===== src/rtl/ram_access_ctrl_pkg.sv =====
`default_nettype none
// ============================================================================
// Module : ram_access_ctrl_pkg
// Brief  : Shared FSM encodings and default geometry for the data-RAM front end.
// Rev    : 1.0  initial release
// ============================================================================
package ram_access_ctrl_pkg;

    localparam int              c_ADDR_W_DEFAULT       = 8;
    localparam int              c_DATA_W_DEFAULT       = 8;
    localparam int              c_DEPTH_DEFAULT        = 256;
    localparam int              c_READ_LATENCY_DEFAULT = 1;
    localparam logic [7:0]      c_CLEAR_VALUE_DEFAULT  = 8'h00;
    localparam int              c_LAT_CNT_W            = 3;

    typedef enum logic [1:0] {
        ST_IDLE    = 2'd0,
        ST_WRITE   = 2'd1,
        ST_RD_WAIT = 2'd2,
        ST_CLEAR   = 2'd3
    } state_t;

    // Load value for the read-latency down-counter; capture happens when it reaches 0.
    function automatic logic [c_LAT_CNT_W-1:0] lat_load(input int latency);
        return c_LAT_CNT_W'(latency);
    endfunction

endpackage
`default_nettype wire


===== src/rtl/ram_access_ctrl_if.sv =====
`default_nettype none
// ============================================================================
// Module : ram_access_ctrl_if
// Brief  : CPU request/response, clear-sweep control and RAM pin bundle.
// Rev    : 1.0  initial release
// ============================================================================
interface ram_access_ctrl_if
    import ram_access_ctrl_pkg::*;
#(
    parameter int ADDR_W = c_ADDR_W_DEFAULT,
    parameter int DATA_W = c_DATA_W_DEFAULT
);

    logic              req_valid;
    logic              req_ready;
    logic              req_write;
    logic [ADDR_W-1:0] req_addr;
    logic [DATA_W-1:0] req_wdata;
    logic              rsp_valid;
    logic [DATA_W-1:0] rsp_rdata;
    logic              clr_start;
    logic              clr_busy;
    logic              clr_done;
    logic              ram_we;
    logic [ADDR_W-1:0] ram_addr;
    logic [DATA_W-1:0] ram_wdata;
    logic [DATA_W-1:0] ram_rdata;

    // Controller side.
    modport slave (
        input  req_valid, req_write, req_addr, req_wdata, clr_start, ram_rdata,
        output req_ready, rsp_valid, rsp_rdata, clr_busy, clr_done,
               ram_we, ram_addr, ram_wdata
    );

    // CPU core and RAM side.
    modport master (
        output req_valid, req_write, req_addr, req_wdata, clr_start, ram_rdata,
        input  req_ready, rsp_valid, rsp_rdata, clr_busy, clr_done,
               ram_we, ram_addr, ram_wdata
    );

endinterface
`default_nettype wire


===== src/rtl/ram_access_ctrl_clear_sweep_counter.sv =====
`default_nettype none
// ============================================================================
// Module : clear_sweep_counter
// Brief  : Clear-sweep address counter with terminal-count compare and done pulse.
// Rev    : 1.0  initial release
// ============================================================================
module clear_sweep_counter
    import ram_access_ctrl_pkg::*;
#(
    parameter int ADDR_W = c_ADDR_W_DEFAULT,
    parameter int DEPTH  = c_DEPTH_DEFAULT
) (
    input  wire               clk,
    input  wire               rst,
    input  wire               i_start,
    input  wire               i_step,
    output logic              o_last,
    output logic [ADDR_W-1:0] o_addr_next,
    output logic              o_done
);

    localparam logic [ADDR_W-1:0] c_LAST_ADDR = ADDR_W'(DEPTH - 1);

    logic [ADDR_W-1:0] r_addr;
    logic              r_done;

    // Terminal compare only: the counter never relies on ADDR_W wrap-around.
    assign o_last      = (r_addr == c_LAST_ADDR);
    assign o_addr_next = o_last ? '0 : r_addr + ADDR_W'(1);
    assign o_done      = r_done;

    always_ff @(posedge clk or posedge rst) begin
        if (rst) begin
            r_addr <= '0;
            r_done <= 1'b0;
        end else begin
            r_done <= 1'b0;
            if (i_start) begin
                r_addr <= '0;
            end else if (i_step) begin
                r_addr <= o_addr_next;
                r_done <= o_last;
            end
        end
    end

endmodule
`default_nettype wire


===== src/rtl/ram_access_ctrl.sv =====
`default_nettype none
// ============================================================================
// Module : ram_access_ctrl
// Brief  : Single-request CPU front end for a synchronous data RAM, with a
//          hardware clear sweep. All RAM-side pins are registered.
// Rev    : 1.0  initial release
// ============================================================================
module ram_access_ctrl
    import ram_access_ctrl_pkg::*;
#(
    parameter int                ADDR_W       = c_ADDR_W_DEFAULT,
    parameter int                DATA_W       = c_DATA_W_DEFAULT,
    parameter int                DEPTH        = c_DEPTH_DEFAULT,
    parameter int                READ_LATENCY = c_READ_LATENCY_DEFAULT,
    parameter logic [DATA_W-1:0] CLEAR_VALUE  = DATA_W'(c_CLEAR_VALUE_DEFAULT)
) (
    input  wire              clk,
    input  wire              rst,
    ram_access_ctrl_if.slave bus
);

    localparam logic [c_LAT_CNT_W-1:0] c_LAT_LOAD = lat_load(READ_LATENCY);

    state_t                   r_state;
    state_t                   w_state_next;
    logic                     r_ram_we,    w_ram_we;
    logic [ADDR_W-1:0]        r_ram_addr,  w_ram_addr;
    logic [DATA_W-1:0]        r_ram_wdata, w_ram_wdata;
    logic                     r_rsp_valid, w_rsp_valid;
    logic [DATA_W-1:0]        r_rsp_rdata, w_rsp_rdata;
    logic                     r_clr_busy,  w_clr_busy;
    logic [c_LAT_CNT_W-1:0]   r_lat_cnt,   w_lat_cnt;
    logic                     w_sweep_start;
    logic                     w_sweep_step;
    logic                     w_sweep_last;
    logic [ADDR_W-1:0]        w_sweep_next;
    logic                     w_clr_done;
    logic                     w_req_ready;

    clear_sweep_counter #(
        .ADDR_W (ADDR_W),
        .DEPTH  (DEPTH)
    ) u_sweep (
        .clk         (clk),
        .rst         (rst),
        .i_start     (w_sweep_start),
        .i_step      (w_sweep_step),
        .o_last      (w_sweep_last),
        .o_addr_next (w_sweep_next),
        .o_done      (w_clr_done)
    );

    // A pending clear start steals the IDLE slot, so the request is held off.
    assign w_req_ready = (r_state == ST_IDLE) && !rst && !bus.clr_start;

    assign bus.req_ready = w_req_ready;
    assign bus.rsp_valid = r_rsp_valid;
    assign bus.rsp_rdata = r_rsp_rdata;
    assign bus.clr_busy  = r_clr_busy;
    assign bus.clr_done  = w_clr_done;
    assign bus.ram_we    = r_ram_we;
    assign bus.ram_addr  = r_ram_addr;
    assign bus.ram_wdata = r_ram_wdata;

    always_ff @(posedge clk or posedge rst) begin
        if (rst) begin
            r_state     <= ST_IDLE;
            r_ram_we    <= 1'b0;
            r_ram_addr  <= '0;
            r_ram_wdata <= '0;
            r_rsp_valid <= 1'b0;
            r_rsp_rdata <= '0;
            r_clr_busy  <= 1'b0;
            r_lat_cnt   <= '0;
        end else begin
            r_state     <= w_state_next;
            r_ram_we    <= w_ram_we;
            r_ram_addr  <= w_ram_addr;
            r_ram_wdata <= w_ram_wdata;
            r_rsp_valid <= w_rsp_valid;
            r_rsp_rdata <= w_rsp_rdata;
            r_clr_busy  <= w_clr_busy;
            r_lat_cnt   <= w_lat_cnt;
        end
    end

    always_comb begin
        w_state_next  = r_state;
        w_ram_we      = 1'b0;
        w_ram_addr    = r_ram_addr;
        w_ram_wdata   = r_ram_wdata;
        w_rsp_valid   = 1'b0;
        w_rsp_rdata   = r_rsp_rdata;
        w_clr_busy    = 1'b0;
        w_lat_cnt     = r_lat_cnt;
        w_sweep_start = 1'b0;
        w_sweep_step  = 1'b0;

        unique case (r_state)
            ST_IDLE: begin
                if (bus.clr_start) begin
                    w_state_next  = ST_CLEAR;
                    w_ram_addr    = '0;
                    w_ram_wdata   = CLEAR_VALUE;
                    w_ram_we      = 1'b1;
                    w_clr_busy    = 1'b1;
                    w_sweep_start = 1'b1;
                end else if (bus.req_valid) begin
                    w_ram_addr = bus.req_addr;
                    if (bus.req_write) begin
                        w_ram_wdata  = bus.req_wdata;
                        w_ram_we     = 1'b1;
                        w_state_next = ST_WRITE;
                    end else begin
                        w_lat_cnt    = c_LAT_LOAD;
                        w_state_next = ST_RD_WAIT;
                    end
                end
            end

            ST_WRITE: begin
                w_rsp_valid  = 1'b1;
                w_state_next = ST_IDLE;
            end

            ST_RD_WAIT: begin
                // Counter hits zero on the edge after the RAM's data_out settles.
                if (r_lat_cnt == '0) begin
                    w_rsp_rdata  = bus.ram_rdata;
                    w_rsp_valid  = 1'b1;
                    w_state_next = ST_IDLE;
                end else begin
                    w_lat_cnt = r_lat_cnt - c_LAT_CNT_W'(1);
                end
            end

            ST_CLEAR: begin
                w_sweep_step = 1'b1;
                w_ram_addr   = w_sweep_next;
                if (w_sweep_last) begin
                    w_state_next = ST_IDLE;
                end else begin
                    w_ram_we   = 1'b1;
                    w_clr_busy = 1'b1;
                end
            end

            default: begin
                w_state_next = ST_IDLE;
            end
        endcase
    end

endmodule
`default_nettype wire


===== src/flat_wrapper.sv =====
// flat-port wrapper written by rule: the top's interface ports become plain ports
module ram_access_ctrl_flat import ram_access_ctrl_pkg::*;
#(
    parameter int                ADDR_W       = c_ADDR_W_DEFAULT,
    parameter int                DATA_W       = c_DATA_W_DEFAULT,
    parameter int                DEPTH        = c_DEPTH_DEFAULT,
    parameter int                READ_LATENCY = c_READ_LATENCY_DEFAULT,
    parameter logic [DATA_W-1:0] CLEAR_VALUE  = DATA_W'(c_CLEAR_VALUE_DEFAULT)
)
  (clk, rst, bus_req_valid, bus_req_write, bus_req_addr, bus_req_wdata, bus_clr_start, bus_ram_rdata, bus_req_ready, bus_rsp_valid, bus_rsp_rdata, bus_clr_busy, bus_clr_done, bus_ram_we, bus_ram_addr, bus_ram_wdata);
  ram_access_ctrl_if #(.ADDR_W(ADDR_W), .DATA_W(DATA_W)) bus_i ();
  input  wire clk;
  input  wire rst;
  input wire logic [$bits(bus_i.req_valid)-1:0] bus_req_valid;
  input wire logic [$bits(bus_i.req_write)-1:0] bus_req_write;
  input wire logic [$bits(bus_i.req_addr)-1:0] bus_req_addr;
  input wire logic [$bits(bus_i.req_wdata)-1:0] bus_req_wdata;
  input wire logic [$bits(bus_i.clr_start)-1:0] bus_clr_start;
  input wire logic [$bits(bus_i.ram_rdata)-1:0] bus_ram_rdata;
  output wire logic [$bits(bus_i.req_ready)-1:0] bus_req_ready;
  output wire logic [$bits(bus_i.rsp_valid)-1:0] bus_rsp_valid;
  output wire logic [$bits(bus_i.rsp_rdata)-1:0] bus_rsp_rdata;
  output wire logic [$bits(bus_i.clr_busy)-1:0] bus_clr_busy;
  output wire logic [$bits(bus_i.clr_done)-1:0] bus_clr_done;
  output wire logic [$bits(bus_i.ram_we)-1:0] bus_ram_we;
  output wire logic [$bits(bus_i.ram_addr)-1:0] bus_ram_addr;
  output wire logic [$bits(bus_i.ram_wdata)-1:0] bus_ram_wdata;
  assign bus_i.req_valid = bus_req_valid;
  assign bus_i.req_write = bus_req_write;
  assign bus_i.req_addr = bus_req_addr;
  assign bus_i.req_wdata = bus_req_wdata;
  assign bus_i.clr_start = bus_clr_start;
  assign bus_i.ram_rdata = bus_ram_rdata;
  assign bus_req_ready = bus_i.req_ready;
  assign bus_rsp_valid = bus_i.rsp_valid;
  assign bus_rsp_rdata = bus_i.rsp_rdata;
  assign bus_clr_busy = bus_i.clr_busy;
  assign bus_clr_done = bus_i.clr_done;
  assign bus_ram_we = bus_i.ram_we;
  assign bus_ram_addr = bus_i.ram_addr;
  assign bus_ram_wdata = bus_i.ram_wdata;
  ram_access_ctrl #(.ADDR_W(ADDR_W), .DATA_W(DATA_W), .DEPTH(DEPTH), .READ_LATENCY(READ_LATENCY), .CLEAR_VALUE(CLEAR_VALUE)) u_core (.clk(clk), .rst(rst), .bus(bus_i));
endmodule

===== config.mk =====
export PLATFORM = sky130hd
export DESIGN_NAME = ram_access_ctrl_flat
export DESIGN_NICKNAME = d
export VERILOG_FILES = /design/src/rtl/ram_access_ctrl_pkg.sv /design/src/rtl/ram_access_ctrl_if.sv /design/src/rtl/ram_access_ctrl_clear_sweep_counter.sv /design/src/rtl/ram_access_ctrl.sv /design/src/flat_wrapper.sv
export SDC_FILE = /design/constraint.sdc
export NUM_CORES = 1
export LEC_CHECK = 0
export ABC_AREA = 1
export ABC_CLOCK_PERIOD_IN_PS = 1500
export BUFFER_PORTS_ARGS = -buffer_cell sky130_fd_sc_hd__buf_2
export CAP_MARGIN = 20
export CORE_MARGIN = 5
export CORE_UTILIZATION = 35
export CTS_BUF_LIST = sky130_fd_sc_hd__clkbuf_2
export DETAILED_ROUTE_END_ITERATION = 10
export GPL_ROUTABILITY_DRIVEN = 0
export PLACE_DENSITY_LB_ADDON = 0.1
export REMOVE_ABC_BUFFERS = 1
export SETUP_SLACK_MARGIN = 0.1
export SYNTH_ARGS = -nofsm -noshare
export SYNTH_HDL_FRONTEND = slang
export SYNTH_HIERARCHICAL = 1
export SYNTH_SLANG_ARGS = --single-unit

===== constraint.sdc =====
create_clock -name clk -period 1.5 [get_ports clk]
set_input_delay 0.3 -clock clk [delete_from_list [all_inputs] [get_ports clk]]
set_output_delay 0.3 -clock clk [all_outputs]
set_load 0.1 [all_outputs]

Yosys cells after proc, flatten, opt, wreduce, memory -nomap -nowiden. Index checks and enable logic that the tools add are counted.

Bits in registers: 41. Bits of input ports: 29. Output and inout bits: 29. Logic and storage cells: 72.

Reductions and logical operators: 16. Mux-type cells: 33. Add/subtract/negate cells: 2. Equality and inequality tests: 11.

Operators by type and width (count): two-way mux 8 bit (8); one-hot mux 8 bit (2 select lines) (1); two-way mux 3 bit (4); two-way mux 1 bit (10); two-way mux 2 bit (5); inequality test 2 bit, second input constant (5); nonzero test 2 bit (5); adder 8 x 1 -> 8 bit, second input constant (1); == test 8 bit, second input constant (1); one-hot mux 2 bit (4 select lines) (1); one-hot mux 1 bit (2 select lines) (3); one-hot mux 3 bit (2 select lines) (1); AND reduction 3 bit (2); AND reduction 5 bit (1); == test 2 bit, second input constant (2); AND reduction 2 bit (2); zero test 3 bit (1); inequality test 3 bit, second input constant (1); subtractor 3 x 1 -> 3 bit, second input constant (1); == test 2 x 1 -> 1 bit, second input constant (1); logical AND 1 bit (2); zero test 1 bit (2); zero test 2 bit (1); inequality test 2 x 1 -> 1 bit, second input constant (1).

Longest topological paths before layout.
Depth after elaboration: 4. Mapped depth: 12. Depth with buffers taken out: 12.

Cells and area by module. Netlist, hierarchy kept.

Modules (own cells, without submodules): ram_access_ctrl (cells each 186, times used 1, seq. area each 800.8 µm², area each 1629.1 µm²); clear_sweep_counter (cells each 77, times used 1, seq. area each 225.2 µm², area each 543.0 µm²).

Worst setup path after synthesis. No wires, ideal clock.

Kind: reg2out. From: register u_core.r_state[0]. To: output bus_req_ready. Cell stages (with the launch flop): 5. Path buffers: 0. Arrival: 2.001 ns. Path slack: -0.801 ns. Data required time: 1.200 ns. Cell sequence: dfrtp_1 > inv_1 > ha_1 > nand2_1 > nor2_1.

Cells in the longest elaborated chain, start to end: 3.

Ends and longest elaborated chain: start, declared (RTL line ram_access_ctrl.sv:24) `state_t r_state;`; start signal, assigned (RTL line ram_access_ctrl.sv:76) `r_state <= w_state_next;`; zero test 2 bit (RTL line ram_access_ctrl.sv:54) `assign w_req_ready = (r_state == ST_IDLE) && !rst && !bus.clr_start;`; logical AND 1 bit (2 in series) (RTL line ram_access_ctrl.sv:54); end, declared (RTL line flat_wrapper.sv:20) `output wire logic [$bits(bus_i.req_ready)-1:0] bus_req_ready;`.

No other way between the ends.

Worst setup path after layout.
From: register u_core.r_state[1]. To: output bus_req_ready.

The elaborated chain is that of the path after synthesis.

==> impl_metrics.tcl <==
set metrics [dict create \
    rows 28 \
    ys_types 28 \
    insertion_delay_ns 0.42 \
    crit_chain "inv_2 > ha_4 > nand2_4 > nor2_4 > buf_12" \
    grt_use_met3_pct 4.66 \
    drtIter0Drc 79 \
    drt_first_pass_iters 4 \
    startpoint_type "flip-flop" \
    finalSetupTns_ns -0.214 \
    yosys.area.top_type "dfrtp_1" \
    timing.final.ws_setup_ns -0.214 \
    avgViaCountPerCell 4.79 \
    layout_min_cycle_time_ns 1.71 \
    required_ns 1.20 \
    syn_avg_cell_area_um2 8.26 \
    fin_cells 431 \
    yosysSeqAreaShare_pct 47.2 \
    finalHoldViolCount 0 \
    power_density_nw_per_um2 2390 \
    drv_cap 0 \
    slew_headroom_pct 71.6 \
    antenna_found_initial 0 \
    finalCritPeriodShare_pct 114 \
    yosys_warnings 6 \
    final_cell_mix "nand2_1 (68), dfrtp_1 (38), buf_2 (28)" \
    p_leak_nw 1.72 \
    routed-via-count 2064 \
    setup_viol_count_final 1 \
    use_met2_pct 24.7 \
    cts_tree "yes" \
    port_buffers 57 \
    synthesis.area_um2 2170 \
    cp_slowest_cell "dfrtp_1" \
    violations "setup timing" \
    worstSetupPathType "reg -> out" \
    hold_class "in -> reg" \
    final_core_util_pct 60.6 \
    drt-total-wl_um 6060 \
    grt_first_pass_wirelength_um 9330 \
    max_slew.worst_pin.slew_ns 0.426 \
    grt-busiest-layer "met2" \
    hold_slack_ns 0.0926 \
    finalNetCount 393 \
    p_clk_share_pct 7.7 \
    boundaryPins 58 \
    dpl.cell_count 408 \
    slew_viol_final 0 \
    synth_top_area_share_pct 47.2 \
    antenna_cells 0 \
    cts.sinks 41 \
    area_growth_syn_to_layout_pct 67.1 \
    cpPeakStageDelay_ns 0.45 \
    grt_max_degree 33 \
    htreeDepth 2 \
    internal_power_mw 4.06 \
    irDropWorstVdd_v 0.00197 \
    met1_usage_pct 19.3 \
    gr-total-overflow 0 \
    cts_buffer_depth 2 \
    syn_inst 263 \
    drive_gt1_share_pct 53.1 \
    arrival_ns 1.41 \
    ys_ff_latch 41 \
    cts_root_buf "clkbuf_2" \
    dieWidth_um 88.8 \
    sw_frac_of_total_pct 53.1 \
    core_area_um2 5990 \
    postRouteAntennaNets 0 \
    hpwl_um 3920 \
    p_seq_share_pct 21.4 \
    endpoint_kind "output port" \
    cts_buffers 5 \
    initial_utilization_pct 36.3 \
    crit_buf_inv 2 \
    layout_commonest_cell "nand2_1" \
    finClkSkew_ns 0.0378 \
    timing.fmax_ghz 0.583 \
    die_area_um2 7880 \
    rsz0062_at_grt "yes" \
    drt_drc_violations_left 0 \
    yosys-top-cells-area "dfrtp_1 (47%), nand2_1 (16%), ha_1 (5.2%), inv_1 (5.2%), o21ai_2 (4.0%)" \
    die_y_um 88.8 \
    status "finished with violations" \
    path_clk_slew_ns 0.24 \
    post_drt_wl_per_cell_um 14.1 \
    crit_family "flip-flops" \
    power.switching_mw 4.60 \
    grt_pass1_vias 2084 \
    p_comb_share_pct 70.9 \
    critPathMaxFanout 2 \
    grt_usage_pct 15.2 \
]
## per-stage QoR
stage | power [mW] | setup slack [ns] | instance area, um2
floorplan | 5.11 | -0.801 | 2130
finish | 8.67 | -0.214 | 3630
detailed placement | 6.12 | -0.00469 | 2660
global route | 9.16 | -0.325 | 3630
global placement | 6.10 | 0.0132 | 2660
CTS | 7.63 | -0.246 | 3140
## cell families after synthesis
kind of cell | after synthesis | synth area share (%)
buf+inv | 38 | 7.60
xor+xnor | 1 | 0.403
simple gates | 137 | 27.5
compound gates | 37 | 12.0
fa+ha+maj | 9 | 5.18
flops | 41 | 47.2
## power by group through the flow
stage / sequential [mW] / combinational, mW / clock, mW
after floorplan: 3.80 / 1.31 / 0
after global placement: 1.69 / 4.41 / 0
after detailed placement: 1.69 / 4.43 / 0
after CTS: 1.73 / 5.22 / 0.687
after global routing: 1.90 / 6.51 / 0.746
final: 1.85 / 6.15 / 0.668
## layer usage
metal | vias to the layer above | wire, um
met5 | - | 0
met1 | 984 | 2600
met3 | 6 | 416
li1 | 1014 | -
met2 | 60 | 2980
met4 | 0 | 61
## sequential cells by signal, indices dropped and copies added, names as in the netlist
name and cells:
u_core/bus.clr_busy 1, u_core/bus.ram_wdata 8, u_core/bus.rsp_valid 1, u_core/bus.ram_we 1
u_core/u_sweep/r_addr 8, u_core/bus.ram_addr 8, u_core/bus.rsp_rdata 8, u_core/r_state 2
u_core/u_sweep/o_done 1, u_core/r_lat_cnt 3
## worst paths after layout
path | startpoint | end | slack [ns] | depth (start not counted)
max | u_core/r_state[1] | bus_req_ready | -0.21 | 5
min | bus_req_wdata[5] | u_core/bus.ram_wdata[5] | 0.09 | 3
max reg2reg | u_core/u_sweep/r_addr[0] | u_core/r_state[1] | 0.02 | 12
min reg2reg | u_core/r_lat_cnt[2] | u_core/r_lat_cnt[2] | 0.51 | 2
max in group asynchronous | rst | u_core/bus.ram_addr[4] | 0.63 | 4
min in group asynchronous | rst | u_core/u_sweep/r_addr[7] | 0.41 | 3
## cell type report
class / count / area, um2
Clock buffer: 6 / 30.0
Timing Repair Buffer: 90 / 991
Clock inverter: 2 / 33.8
Tap cell: 75 / 93.8
Multi-Input combinational cell: 185 / 1310
Sequential cell: 41 / 1030
Fill cell: 513 / 2360
Inverter: 32 / 143
## cells in the mapped netlist
library cell / instances
nand2_1: 90
dfrtp_1: 41
inv_1: 30
nand3_1: 17
nor2_1: 14
o21ai_1: 11
o21ai_2: 10
ha_1: 9
a21boi_0: 8
nor2_2: 4
a21oi_1: 3
buf_2: 3
nand2_2: 3
buf_6: 2
inv_2: 2
nand2_4: 2
nand3_2: 2
nand4_1: 2
a21oi_4: 1
a22o_1: 1
and2_1: 1
buf_4: 1
nor2_4: 1
o21ai_0: 1
o21bai_1: 1
o22ai_1: 1
or2_1: 1
xor2_1: 1
## tightest hold or removal path, stage by stage
cell and delay, ns:
buf_2 0.09, nand2_1 0.07, o21ai_2 0.05
## timing repair
item                                   in CTS  in global routing
resized for setup                         117                110
hold buffers                                1                  0
gates cloned                                0                  1
pin swaps                                  24                 28
buffers inserted                            8                  8
endpoints found under the hold margin      41                  0
setup endpoints to repair                  68                 70
(Power assumes the default switching activity.)
